### src/rtl/cpu_clk_ctrl.sv
// cpu_clk_ctrl: run/halt/single-step controller for the 6502 CPU clock.
// Drives the clock divider enable, sequences the CPU reset line, and
// synchronises/debounces the raw run and step push-buttons.

// Button front end: 2-flop synchroniser, counter debouncer, rising-edge pulse.
module cpu_clk_ctrl_debounce #(
  parameter int CYCLES = 12000
) (
  input  logic clk,
  input  logic reset_n,
  input  logic btn,
  output logic press
);

  localparam int CNT_W = (CYCLES > 1) ? $clog2(CYCLES) : 1;
  localparam logic [CNT_W-1:0] CNT_LAST = CNT_W'(CYCLES - 1);

  logic [1:0]       sync_q;
  logic             level;
  logic             level_q;
  logic [CNT_W-1:0] cnt;

  // Two-flop synchroniser for the asynchronous button input.
  always_ff @(posedge clk or negedge reset_n) begin
    if (!reset_n) begin
      sync_q <= 2'b00;
    end else begin
      sync_q <= {sync_q[0], btn};
    end
  end

  // Accept a new level only after it has been stable for CYCLES cycles.
  always_ff @(posedge clk or negedge reset_n) begin
    if (!reset_n) begin
      level <= 1'b0;
      cnt   <= '0;
    end else if (sync_q[1] == level) begin
      cnt <= '0;
    end else if (cnt == CNT_LAST) begin
      level <= ~level;
      cnt   <= '0;
    end else begin
      cnt <= cnt + CNT_W'(1);
    end
  end

  // Delayed copy of the debounced level for rising-edge detection.
  always_ff @(posedge clk or negedge reset_n) begin
    if (!reset_n) begin
      level_q <= 1'b0;
    end else begin
      level_q <= level;
    end
  end

  assign press = level & ~level_q;

endmodule

module cpu_clk_ctrl #(
  parameter int DEBOUNCE_CYCLES = 12000,
  parameter int RESET_HOLD      = 16,
  parameter int STEP_CYCLES     = 2,
  parameter int START_RUN       = 1
) (
  input  logic clk,
  input  logic reset_n,
  input  logic btn_run,
  input  logic btn_step,
  input  logic ext_halt,
  output logic div_enable,
  output logic cpu_reset_n,
  output logic running,
  output logic step_busy
);

  localparam int HOLD_W = (RESET_HOLD > 1) ? $clog2(RESET_HOLD) : 1;
  localparam int STEP_W = (STEP_CYCLES > 1) ? $clog2(STEP_CYCLES) : 1;
  localparam logic [HOLD_W-1:0] HOLD_LAST = HOLD_W'(RESET_HOLD - 1);
  localparam logic [STEP_W-1:0] STEP_LAST = STEP_W'(STEP_CYCLES - 1);
  localparam logic START_IN_RUN = (START_RUN != 0);

  typedef enum logic [1:0] {
    ST_RESET,
    ST_RUN,
    ST_HALT,
    ST_STEP
  } state_t;

  state_t            state;
  state_t            state_next;
  logic [HOLD_W-1:0] hold_cnt;
  logic [STEP_W-1:0] step_cnt;
  logic              hold_done;
  logic              step_done;
  logic              run_press;
  logic              step_press;

  cpu_clk_ctrl_debounce #(.CYCLES(DEBOUNCE_CYCLES)) u_run_btn (
    .clk     (clk),
    .reset_n (reset_n),
    .btn     (btn_run),
    .press   (run_press)
  );

  cpu_clk_ctrl_debounce #(.CYCLES(DEBOUNCE_CYCLES)) u_step_btn (
    .clk     (clk),
    .reset_n (reset_n),
    .btn     (btn_step),
    .press   (step_press)
  );

  assign hold_done = (hold_cnt == HOLD_LAST);
  assign step_done = (step_cnt == STEP_LAST);

  // State register.
  always_ff @(posedge clk or negedge reset_n) begin
    if (!reset_n) begin
      state <= ST_RESET;
    end else begin
      state <= state_next;
    end
  end

  // Reset-hold and step-length counters; each clears whenever its state is left.
  always_ff @(posedge clk or negedge reset_n) begin
    if (!reset_n) begin
      hold_cnt <= '0;
      step_cnt <= '0;
    end else begin
      if (state == ST_RESET && !hold_done) begin
        hold_cnt <= hold_cnt + HOLD_W'(1);
      end else begin
        hold_cnt <= '0;
      end
      if (state == ST_STEP && !step_done) begin
        step_cnt <= step_cnt + STEP_W'(1);
      end else begin
        step_cnt <= '0;
      end
    end
  end

  // Next-state logic and Moore output decode from the state register.
  always_comb begin
    state_next  = state;
    div_enable  = 1'b0;
    cpu_reset_n = 1'b1;
    running     = 1'b0;
    step_busy   = 1'b0;
    case (state)
      ST_RESET: begin
        div_enable  = 1'b1;
        cpu_reset_n = 1'b0;
        if (hold_done) begin
          if (START_IN_RUN && !ext_halt) begin
            state_next = ST_RUN;
          end else begin
            state_next = ST_HALT;
          end
        end
      end
      ST_RUN: begin
        div_enable = 1'b1;
        running    = 1'b1;
        if (run_press || ext_halt) begin
          state_next = ST_HALT;
        end
      end
      ST_HALT: begin
        if (run_press && !ext_halt) begin
          state_next = ST_RUN;
        end else if (step_press) begin
          state_next = ST_STEP;
        end
      end
      ST_STEP: begin
        div_enable = 1'b1;
        step_busy  = 1'b1;
        if (step_done) begin
          state_next = ST_HALT;
        end
      end
      default: begin
        state_next = ST_RESET;
      end
    endcase
  end

endmodule
### config.mk
export PLATFORM = sky130hd
export DESIGN_NAME = cpu_clk_ctrl
export DESIGN_NICKNAME = d
export VERILOG_FILES = /design/src/rtl/cpu_clk_ctrl.sv
export SDC_FILE = /design/constraint.sdc
export NUM_CORES = 1
export LEC_CHECK = 0
export ABC_AREA = 0
export BUFFER_PORTS_ARGS = -buffer_cell sky130_fd_sc_hd__clkbuf_2
export CAP_MARGIN = 25
export CORE_MARGIN = 3
export CORE_UTILIZATION = 64
export DETAILED_ROUTE_END_ITERATION = 7
export PLACE_DENSITY = 0.82
export SYNTH_ARGS = -nofsm -noshare
export SYNTH_HDL_FRONTEND = slang
export SYNTH_SLANG_ARGS = --single-unit
### constraint.sdc
create_clock -name clk -period 4.2 [get_ports clk]
set_input_delay 0.21 -clock clk [delete_from_list [all_inputs] [get_ports clk]]
set_output_delay 0.21 -clock clk [all_outputs]
set_load 0.02 [all_outputs]
# After elaboration in Yosys (flattened, before gate mapping)
# Cells that the tools add are included.
# word_totals
regBits	43
in_bits	5
wordCells	64
# op_classes
addsub	4
n_eq_ne	12
muxes	17
bitwise_logic	8
n_reduce_logical	12
# op_table
op	n
14-bit 2-to-1 mux	4
14-bit by 1-bit adder with 14-bit output (second input constant)	2
14-bit equality test (second input constant)	2
2-bit 2-to-1 mux	6
2-bit case mux with 4 select lines	1
2-bit != test (second input constant)	3
1-bit NOT	6
1-bit 2-to-1 mux	5
4-bit by 1-bit adder with 4-bit output (second input constant)	1
2-bit equality test (second input constant)	2
4-bit equality test (second input constant)	1
4-bit 2-to-1 mux	1
2-bit AND reduction	2
4-bit AND reduction	1
1-bit logical AND	3
1-bit zero test	3
3-bit != test (second input constant)	1
3-bit OR reduction	1
1-bit AND	2
1-bit equality test	2
2-bit by 1-bit equality test with 1-bit output (second input constant)	1
2-bit zero test	1
1-bit adder (second input constant)	1
1-bit logical OR	1

# Longest topological paths before layout
# Gate-level depths: netlist of the first run.
# logic_depth
ltp_word	5
ltp_mapped	7
ltp_nobuf	5

# Modules after synthesis
# A second synthesis of the first run with hierarchy kept.
# hier_totals
hier_cells	190
area_unflattened_um2	2075.7
# by_module_without_submodules
mod	instances	cells_per_inst	area_per_inst_um2
cpu_clk_ctrl_debounce	2	78	854.6
cpu_clk_ctrl	1	34	366.6

# Least setup slack after synthesis of the first run
# OpenSTA, ideal clock, no wires.
# synth_path
path_kind	reg2reg
startpoint	reg u_run_btn.cnt[5]
endpoint	reg u_run_btn.cnt[11]
arrival_time_ns	1.625
required_ns	4.081
slack_ns	2.457
path_stages_with_launch	7
path_buffers	2
cell_sequence	dfrtp_1 -> or4b_1 -> nor4_2 -> or2_0 -> buf_4 -> buf_12 -> nor2_1
# synth_via
elab_chain_cells	3
elab_cells_between_ends	4
# synth_rtl
element	line_no	text
start: declaration	21	logic [CNT_W-1:0] cnt;
start signal: assignment	43	cnt <= cnt + CNT_W'(1);
14-bit by 1-bit adder with 14-bit output or 14-bit equality test (tied branches)	43, 39	
14-bit 2-to-1 mux *	39	end else if (cnt == CNT_LAST) begin
14-bit 2-to-1 mux *	37	end else if (sync_q[1] == level) begin
# Mark *: on every way between the ends. The rest lies on a longest branch, timed or not.
# A chain may end at the register's enable or synchronous reset.

# Worst setup path after layout of the first run
# layout_path
startpoint	reg u_run_btn.cnt[5]
endpoint	reg u_run_btn.cnt[2]
# layout_via
elab_chain_cells	3
# layout_rtl
element	line_no
14-bit equality test	39
14-bit 2-to-1 mux	39
14-bit 2-to-1 mux	37
# Every way passes these cells.

==> results.md, run 1 <==
* Largest net degree at the start of global routing at 44
* Critical path class: register to register
* RSZ-0062 raised after global routing: false
* Detailed Routing Iterations Pass 1 at 4
* Power Density at approximately 300 nW/um^2
* Hold WS at approximately 0.22 ns
* # port buffers at 8
* Total grt overflow at 0
* Switching Fraction at between 20% and 30%
* # diodes at 0
* FP Rows at 19
* Critical Path RT at between 4 and 5 ns
* VDD IR-drop max at about 210 uV
* R2r endpoint: u_run_btn.cnt[2]
* Die ar. at 3855 um^2
* CP max FO at 14
* H-tree depth at 2
* Post-synth cell types at 34
* Sequential share of power at approximately 68%
* Max transition margin at roughly 43%
* Worst flop-to-flop path startpoint: u_run_btn.cnt[5]
* First-pass GRT wire length at between 5 and 6 mm
* Post-CTS Repair Setup Buffers at 0
* Pint at ~490 uW
* Clock Tree Buf Depth at 2
* Synth-to-layout area growth at 7.023%
* Hpwl dp at between 2 and 2.5 mm
* Via count at between 1k and 1.5k
* Clock group share of total power at between 20% and 30%
* Clock Latency Late Sink at between 0.3 and 0.4 ns
* Core area at between 2000 and 3000 um^2
* Max cap viols at 0
* # IOs at 9
* Crit end category: register
* Clk slew on worst S/H paths at 0.11 ns
* TritonCTS clock tree: built
* Leak at approximately 0.95 nW
* Max-slew violations at 0
* Worst-Margin Slew at 0.8560 ns
* Post-CTS Resized at 0
* Setup TNS at 0 ns
* Die width at between 60 and 70 um
* Mean area per synthesized cell at ~11 um^2
* Synth warnings at 0
* Area after DPL at 2063 um^2
* Core Util, Final at between 70% and 80%
* TritonCTS Buffers at 5
* Drt drc at 0
* Final ANT Viol Nets at 0
* Total power at between 600 and 700 uW
* Synth Instances at ~190
* CTS Root Cell: clkbuf_4
* # nets final at around 210
* Status: completed
* Iter 0 DRT Violations at between 50 and 60
* Worst setup startpoint: u_run_btn.cnt[5]
* Fin area at between 2000 and 2500 um^2
* Final WL at between 3 and 4 mm
* Routability-driven placement congestion ratio at just under 0.8
* Clock Sinks at 43
* FF+latch count, synth at 43
* Asr flop ratio synth at 100.0%
* Routed len/inst at 12.77 um
* Worst EP arrival at ~2.5 ns
* Hold Fails Final Rpt at 0
* Final worst path period share at 53.91%
* Antenna violations before repair at 0
* Vias in the first global route at between 1k and 1.5k
* Post-synth EDFFs at 0
* Combinational Power Share at between 5 and 6%
* Worst min path class: input pin to async pin
* # setup viols final at 0
* Die Y at 62.09 um
* Worst R2R Setup Slack at a little under 2 ns
* Share of layout cells above drive strength 1 at between 10% and 20%
* Via/cell ratio at 5.494
* Fin crit period at between 2 and 2.5 ns
* Net Count, Synth at between 200 and 250
* FMAX at 441.7 MHz
* Final Skew at 0.006346 ns
* R2r worst-path depth at 4
* Sequential fraction of the synthesis area at a little over half
* Gr usage total at 19.43%
* Mapped cell area at roughly 2000 um^2
* Prevailing post-synth register cell: dfrtp_1
* Initial core utilization at between 60% and 70%
* Psw at 138.3 uW
* CP Launch Type: register
## Yosys cell counts (4+ instances only)
cell | number | area [um^2]
nand4_1 | 10 | 62.56
nand3_1 | 10 | 50.05
nand2_1 | 9 | 33.78
ha_1 | 5 | 62.56
xor2_1 | 15 | 131.4
dfrtp_1 | 43 | 1076
nor2_2 | 4 | 25.02
inv_1 | 8 | 30.03
clkbuf_1 | 4 | 15.01
xnor2_1 | 12 | 105.1
nor4_1 | 4 | 25.02
and2_1 | 6 | 37.54
nor2_1 | 31 | 116.4
nand2b_1 | 4 | 25.02
## through the flow
| step | worst slack (ns) | cells |
|---|---|---|
| 2_1_floorplan | 2.457 | 191 |
| 5_1_grt | 1.787 | 245 |
| 6_report | 1.936 | 245 |
| 4_1_cts | 1.913 | 243 |
| 3_5_place_dp | 1.934 | 235 |
| 3_3_place_gp | 2.019 | 235 |
## routing by layer
layer | track usage, % | routed length, um | vias to the layer above
li1 | - | - | 666
met1 | 23.06 | 1487 | 650
met2 | 31.95 | 1480 | 28
met3 | 5.579 | 141 | 2
met4 | 10.00 | 19 | 0
met5 | 0 | 0 | -
## what timing repair did
action | 4_1_cts | 5_1_grt
hold endpoints to repair | 2 | 43
endpoints found under the setup margin | 0 | 0
hold buffers | 2 | 1
## state kept, by name, summed over array words and instances (netlist names)
register	cells
hold_cnt	4
state	2
step_cnt	1
u_run_btn.cnt	14
u_run_btn.level	1
u_run_btn.level_q	1
u_run_btn.sync_q	2
u_step_btn.cnt	14
u_step_btn.level	1
u_step_btn.level_q	1
u_step_btn.sync_q	2
## critical path: stages, from the launching register on
cell	delay [ns]
dfrtp_1	0.44
or4b_1	0.53
nor4_2	0.31
or2_0	0.71
nor2_1	0.13
## cell usage in the layout (no fill, tap or decap), types with 4 or more instances in the layout
| cell | synthesis | layout |
|---|---|---|
| dfrtp_1 | 43 | 43 |
| nor2_1 | 31 | 31 |
| xor2_1 | 15 | 15 |
| xnor2_1 | 12 | 12 |
| nand3_1 | 10 | 10 |
| nand4_1 | 10 | 10 |
| nand2_1 | 9 | 9 |
| inv_1 | 8 | 8 |
| clkbuf_2 | 0 | 8 |
| and2_1 | 6 | 6 |
| ha_1 | 5 | 5 |
| clkbuf_4 | 0 | 5 |
| nand2b_1 | 4 | 4 |
| nor4_1 | 4 | 4 |
| nor2_2 | 4 | 4 |
## how the worst max path moves through the flow
| stage | to | slack, ns | depth (start not counted) |
|---|---|---|---|
| after floorplan | u_run_btn.cnt[11] | 2.46 | 6 |
| after global placement | u_run_btn.cnt[13] | 2.02 | 4 |
| after detailed placement | u_run_btn.cnt[2] | 1.93 | 4 |
| after CTS | u_run_btn.cnt[2] | 1.91 | 4 |
| after global routing | u_run_btn.cnt[8] | 1.79 | 4 |
| final | u_run_btn.cnt[2] | 1.94 | 4 |
## power by group through the flow
stage                     logic [mW]  registers (mW)  clock network [mW]
after floorplan               0.0186           0.433                   0
after global placement        0.0279           0.434                   0
after detailed placement      0.0291           0.435                   0
after CTS                     0.0307           0.427               0.181
after global routing          0.0376           0.428               0.197
final                         0.0328           0.427               0.171
## cells by family (layout without fill, tap and decap cells)
family,Yosys count,after routing,share of synthesized area [%]
multiplexers,3,3,1.678
flip-flops,43,43,53.45
AO/OA/AOI/OAI,9,9,3.357
XOR/XNOR,27,27,11.75
adder cells (fa/ha/maj),5,5,3.108
buffers and inverters,14,26,3.605
AND/OR/NAND/NOR,90,90,23.06
## layout make-up
type | instances | area [um^2]
flip-flops and latches | 43 | 1076
multi-input cells | 134 | 864.6
fillers | 189 | 721.9
repair buffers | 12 | 90.09
well taps | 42 | 52.55
clock buffers | 6 | 41.29
inverters | 8 | 30.03
Power figures use the tool's default switching activity.
==> run 2, diff against run 1 <==
--- a/config.mk
+++ b/config.mk
@@ -9,9 +9,9 @@
 export BUFFER_PORTS_ARGS = -buffer_cell sky130_fd_sc_hd__clkbuf_2
 export CAP_MARGIN = 25
 export CORE_MARGIN = 3
-export CORE_UTILIZATION = 64
+export CORE_UTILIZATION = 60
 export DETAILED_ROUTE_END_ITERATION = 7
-export PLACE_DENSITY = 0.82
+export PLACE_DENSITY = 0.78
 export SYNTH_ARGS = -nofsm -noshare
 export SYNTH_HDL_FRONTEND = slang
 export SYNTH_SLANG_ARGS = --single-unit
==> constraint.sdc (replaced) <==
create_clock -name clk -period 2.2 [get_ports clk]
set_input_delay 0.11 -clock clk [delete_from_list [all_inputs] [get_ports clk]]
set_output_delay 0.11 -clock clk [all_outputs]
set_load 0.02 [all_outputs]
==> run 2 against run 1 <==
  * Global-route usage is 0.91 points lower
  * Cell count rose by 2.0%
  * Clock skew is 0.00075 ns lower
  * Sequential share of layout area fell by 0.40 points
  * Largest cell class unchanged
==> results.md, run 2 (synthesis gave the netlist of run 1 again) <==
* Total grt overflow at 0 (unchanged)
* Vias in the first global route at 1367 (+7.4%)
* # IOs at 9 (unchanged)
* Critical Path RT at 2.44 ns (-1.96 ns)
* Clock Latency Late Sink at 0.35 ns (about the same)
* Final worst path period share at 83.19% (+29 points)
* Via count at 1357 (+0.82%)
* Initial core utilization at 64.36% (-5.6 points)
* Die width at 63.93 um (+3.0%)
* Fin area at 2172 um^2 (+0.81%)
* First-pass GRT wire length at 5.878 mm (+9.6%)
* FP Rows at 20 (+1)
* Final Skew at 0.005597 ns (-0.0007488 ns)
* Leading cell type in the layout, fill and taps excluded: dfrtp_1
* Most frequent cells in the layout: dfrtp_1, nor2_1, xor2_1
* CP max FO at 14 (unchanged)
* Hpwl dp at 2.267 mm (+1.0%)
* Via/cell ratio at 5.428 (-1.2%)
* Max-slew violations at 0 (unchanged)
* # setup viols final at 0 (unchanged)
* Share of layout cells above drive strength 1 at 13.59% (+1.8 points)
* RSZ-0062 raised after global routing: false
* Die ar. at 4086 um^2 (+6.0%)
* Max transition margin at 65.97% (+23 points)
* Core area at 3128 um^2 (+8.7%)
* Drt drc at 0 (unchanged)
* Iter 0 DRT Violations at 76 (+33%)
* Worst path cell trace: or4b_1 > nor4_2 > or2_0 > buf_4 > nor2_1
* Status: completed
* Largest net degree at the start of global routing at 44 (unchanged)
* Worst-Margin Slew at 0.5105 ns (-0.3455 ns)
* TritonCTS Buffers at 5 (unchanged)
* Final WL at 3.206 mm (+2.5%)
* Clk slew on worst S/H paths at 0.13 ns (+0.02 ns)
* H-tree depth at 2 (unchanged)
* Fin crit period at 1.830 ns (-0.4341 ns)
* Routability-driven placement congestion ratio at 0.8066 (+3.4%)
* CP Launch Type: register
* Antenna violations before repair at 0 (unchanged)
* Max cap viols at 0 (unchanged)
* CTS Root Cell: clkbuf_4
* FMAX at 546.4 MHz (+24%)
* Gr usage total at 18.52% (-0.91 points)
* Critical path class: register to register
* # port buffers at 8 (unchanged)
* Clock Tree Buf Depth at 2 (unchanged)
* Crit end category: register
* # diodes at 0 (unchanged)
* Final ANT Viol Nets at 0 (unchanged)
* Leak at 0.9572 nW (+0.40%)
* Worst min path class: input pin to register
* Largest regs: u_run_btn.cnt x14, u_step_btn.cnt x14, hold_cnt x4
* Area after DPL at 2081 um^2 (+0.85%)
* TritonCTS clock tree: built
* # nets final at 215 (+0.47%)
* Clock Sinks at 43 (unchanged)
* VDD IR-drop max at 447.6 uV (+110%)
* Power Density at 582.0 nW/um^2 (+99%)
* Synth-to-layout area growth at 7.893%
* Routed len/inst at 12.82 um (+0.44%)
* Detailed Routing Iterations Pass 1 at 4 (unchanged)
* Post-CTS Repair Setup Buffers at 0 (unchanged)
* Worst EP arrival at 2.07 ns (-0.39 ns)
* Hold Fails Final Rpt at 0 (unchanged)
* Slowest CP cell: or4b_1
* Die Y at 63.93 um (+3.0%)
* Critical path's largest stage delay at 0.53 ns (-0.18 ns)
* Setup TNS at 0 ns (unchanged)
[run 2: cell types whose count changed in the layout (fill, tap and decap cells not counted)]
cell,delta
buf_4,+2
clkinvlp_4,+2
buf_12,-1
clkbuf_1,-1
inv_6,+1
[run 2: where the power goes]
group          switching [mW]  total [mW]  internal [mW]
sequential             0.0117       0.815          0.803
clock                   0.260       0.388          0.128
combinational          0.0394      0.0613         0.0218
[run 2: timing repair]
item | in CTS | in global routing
endpoints found under the hold margin | 45 | 0
hold buffers | 3 | 0
gates resized for setup | 0 | 0
[run 2: critical path: cells and delay by family (launching register included)]
kind,cells,cell delay (ns)
buf+inv,1,0.20
flops,1,0.45
simple gates,4,1.07
[run 2: metal layers]
metal | vias up | track usage, % | share of wire, %
met5 | - | 0 | 0
met2 | 34 | 31.48 | 49
li1 | 670 | - | -
met3 | 11 | 4.394 | 4.7
met4 | 0 | 7.008 | 1.7
met1 | 642 | 22.76 | 45
[run 2: worst paths after layout]
kind,startpoint,end,slack (ns),cells past startpoint
max in group asynchronous,reset_n,u_run_btn.cnt[4],1.51,3
min in group asynchronous,reset_n,u_step_btn.cnt[12],0.34,3
min reg2reg,u_step_btn.sync_q[0],u_step_btn.sync_q[1],0.37,0
max reg2reg,u_run_btn.cnt[5],u_run_btn.cnt[4],0.37,5
max,u_run_btn.cnt[5],u_run_btn.cnt[4],0.37,5
min,ext_halt,state[1],0.14,3
[run 2: metrics by stage]
step | std cells | hold WS, ns | utilization (%) | power, mW | setup WS (ns)
final | 250 | 0.1392 | 69.44 | 1.264 | 0.3699
after global routing | 250 | 0.1601 | 69.44 | 1.326 | 0.2516
after CTS | 250 | 0.1300 | 69.44 | 1.283 | 0.3581
after detailed placement | 239 | 0.2067 | 66.52 | 0.8882 | 0.3896
after global placement | 239 | 0.1965 | 66.52 | 0.8846 | 0.4426
after floorplan | 191 | -0.1856 | - | 0.8629 | 0.4566
[run 2: area by class of cell]
class	count	area, um^2
timing repair buffer	13	85.08
sequential	43	1076
multi-input combinational	134	864.6
clock inverter	3	23.77
clock buffer	5	37.54
fill	238	955.9
inverter	8	30.03
tap	44	55.05
==> run 3, diff against run 2 <==
--- a/config.mk
+++ b/config.mk
@@ -9,9 +9,9 @@
 export BUFFER_PORTS_ARGS = -buffer_cell sky130_fd_sc_hd__clkbuf_2
 export CAP_MARGIN = 25
 export CORE_MARGIN = 3
-export CORE_UTILIZATION = 60
+export CORE_UTILIZATION = 54
 export DETAILED_ROUTE_END_ITERATION = 7
-export PLACE_DENSITY = 0.78
+export PLACE_DENSITY = 0.74
 export SYNTH_ARGS = -nofsm -noshare
 export SYNTH_HDL_FRONTEND = slang
 export SYNTH_SLANG_ARGS = --single-unit
==> constraint.sdc (replaced) <==
create_clock -name clk -period 1.5 [get_ports clk]
set_input_delay 0.075 -clock clk [delete_from_list [all_inputs] [get_ports clk]]
set_output_delay 0.075 -clock clk [all_outputs]
set_load 0.02 [all_outputs]
==> run 3 against run 2 <==
  * The flow now finishes with violations (negative setup slack)
  * Utilization increased by 0.83 points
  * Flip-flop and latch count unchanged
  * Wire length increased by 18%
  * Highest routed layer unchanged
  * Sequential power increased by 46%
  * Sequential share of layout area decreased by 5.4 points
  * Critical endpoint is now u_run_btn.level
==> results.md, run 3 (synthesis gave the netlist of run 1 again) <==
* Hold Fails Final Rpt at 0 (unchanged)
* Via/cell ratio at 5.432 (about the same)
* Clk slew on worst S/H paths at 0.08 ns (-0.05 ns)
* Clock Latency Late Sink at 0.29 ns (-0.06 ns)
* Fin crit period at 1.567 ns (-0.2629 ns)
* Worst min path class: input pin to register
* Met3 GRT Util at 4.047% (-0.35 points)
* TritonCTS clock tree: built
* Worst EP arrival at 1.74 ns (-0.33 ns)
* Critical path class: register to register
* # setup viols final at 15 (+15)
* CP Launch Type: register
* Non-filler cells, final at 271 (+8.4%)
* VDD IR-drop max at 604.5 uV (+35%)
* Failing checks: negative setup slack
* Leading cell type in the layout, fill and taps excluded: dfrtp_1
* Setup WS post-layout at -0.06718 ns (-0.4371 ns)
* Final ANT Viol Nets at 0 (unchanged)
* Max transition margin at 66.18% (+0.21 points)
* Crit end category: register
* CTS Root Cell: clkbuf_8
* FP Rows at 21 (+5.0%)
* Iter 0 DRT Violations at 91 (+20%)
* Detailed Routing Iterations Pass 1 at 5 (+1)
* Hpwl dp at 2.605 mm (+15%)
* Die Y at 67.06 um (+4.9%)
* Status: complete, but fails checks
* Area after DPL at 2227 um^2 (+7.0%)
* TritonCTS Buffers at 5 (unchanged)
* Largest net degree at the start of global routing at 25 (-43%)
* Vias in the first global route at 1434 (+4.9%)
* Final worst path period share at 104.5% (+21 points)
* Max-slew violations at 0 (unchanged)
* Core area at 3468 um^2 (+11%)
* RSZ-0062 raised after global routing: true
* Final WL at 3.777 mm (+18%)
* Share of layout cells above drive strength 1 at 24.00% (+10 points)
* Routability-driven placement congestion ratio at 0.8599 (+6.6%)
* Clock Tree Buf Depth at 2 (unchanged)
* Die ar. at 4497 um^2 (+10%)
* Fin area at 2437 um^2 (+12%)
* Dpl cells at 257 (+7.5%)
* GR Util met2 at 31.78% (+0.30 points)
* Leak at 1.108 nW (+16%)
* First-pass GRT wire length at 6.292 mm (+7.0%)
* Gr usage total at 18.95% (+0.43 points)
* GRT Max-Usage Layer: met2
* Core Util, Final at 70.27% (+0.83 points)
* Routed len/inst at 13.94 um (+8.7%)
* # nets final at 234 (+8.8%)
* H-tree depth at 2 (unchanged)
* Via count at 1472 (+8.5%)
* Pre-CTS setup slack at -0.1356 ns (-0.5253 ns)
* Clock group share of total power at 37.7% (+7.0 points)
* Total grt overflow at 0 (unchanged)
* Pint at 1.645 mW (+73%)
* # IOs at 9 (unchanged)
* Max cap viols at 0 (unchanged)
* # diodes at 0 (unchanged)
* Antenna violations before repair at 0 (unchanged)
* Die width at 67.06 um (+4.9%)
* Critical Path RT at 1.68 ns (-0.76 ns)
* Clock Sinks at 43 (unchanged)
* # port buffers at 8 (unchanged)
* Combinational Power Share at 5.6% (+0.8 points)
* Hold WS at 0.1898 ns (+0.05058 ns)
* Switching Fraction at 21.72% (-2.9 points)
* Psw at 456.6 uW (+47%)
* Final Skew at 0.007055 ns (+0.001458 ns)
* Largest regs: u_run_btn.cnt x14, u_step_btn.cnt x14, hold_cnt x4
* Power Density at 862.5 nW/um^2 (+48%)
* CP max FO at 2 (-12)
* Synth-to-layout area growth at 21.07%
* GR met1 Demand/Resource at 23.12% (+0.36 points)
* Most frequent cells in the layout: dfrtp_1, nor2_1, buf_4
* Worst-Margin Slew at 0.5073 ns (-0.003220 ns)
* Initial core utilization at 58.04% (-6.3 points)
* FMAX at 638.1 MHz (+17%)
* Sequential share of power at 56.6% (-7.8 points)
* Drt drc at 0 (unchanged)
-- run 3: changes by cell type in the layout (fill, tap and decap cells not counted), moves of 2 or more --
cell      previous run  this run
or2_4                0         2
nor2_1              31        28
buf_6                0         2
clkbuf_4             5         0
clkbuf_8             0         7
nor4_4               0         2
nor2_2               4         7
buf_4                2        18
-- run 3: path summary, 6_finish.rpt --
path,cells after the start,end,slack [ns],from
min in group asynchronous,2,u_step_btn.cnt[13],0.28,reset_n
worst min-delay path,3,state[1],0.19,ext_halt
worst max register to register,3,u_run_btn.level,-0.07,u_run_btn.cnt[8]
worst min register to register,0,u_run_btn.sync_q[1],0.36,u_run_btn.sync_q[0]
worst max-delay path,3,u_run_btn.level,-0.07,u_run_btn.cnt[8]
max in group asynchronous,3,u_run_btn.sync_q[1],0.72,reset_n
-- run 3: stage by stage --
stage	power [mW]	setup TNS (ns)
6_report	2.102	-0.7544
5_1_grt	2.181	-2.091
4_1_cts	2.119	-1.819
3_5_place_dp	1.322	-1.922
3_3_place_gp	1.316	-1.061
2_1_floorplan	1.266	-1.178
-- run 3: power by group through the flow --
stage / Combinational (mW) / Clock (mW) / Sequential (mW)
2_1_floorplan: 0.0523 / 0 / 1.21
3_3_place_gp: 0.104 / 0 / 1.21
3_5_place_dp: 0.108 / 0 / 1.21
4_1_cts: 0.115 / 0.813 / 1.19
5_1_grt: 0.134 / 0.853 / 1.19
6_report: 0.118 / 0.793 / 1.19
-- run 3: layer usage --
layer / vias to the layer above / share of wire [%]
met5: - / 0
met4: 0 / 1.5
met3: 5 / 4.0
met2: 32 / 50
met1: 721 / 44
li1: 714 / -
-- run 3: what timing repair did --
action | in CTS | in global routing
setup buffers | 2 | 1
hold buffers | 3 | 0
resized for setup | 2 | 11
pin swaps | 0 | 4
endpoints found under the hold margin | 21 | 0
setup endpoints to repair | 31 | 31
-- run 3: area by class of cell --
class	count	area, um^2
repair buffers	32	247.7
fillers	254	1031
flip-flops and latches	43	1076
clock buffers	7	96.34
inverters	8	30.03
multi-input cells	134	922.1
well taps	46	57.56
clock inverters	1	7.507
-- run 3: worst max-delay path, stage by stage, from the launching register on --
cell	delay [ns]
dfrtp_1	0.38
or4b_4	0.54
nor4_4	0.17
mux2_2	0.36
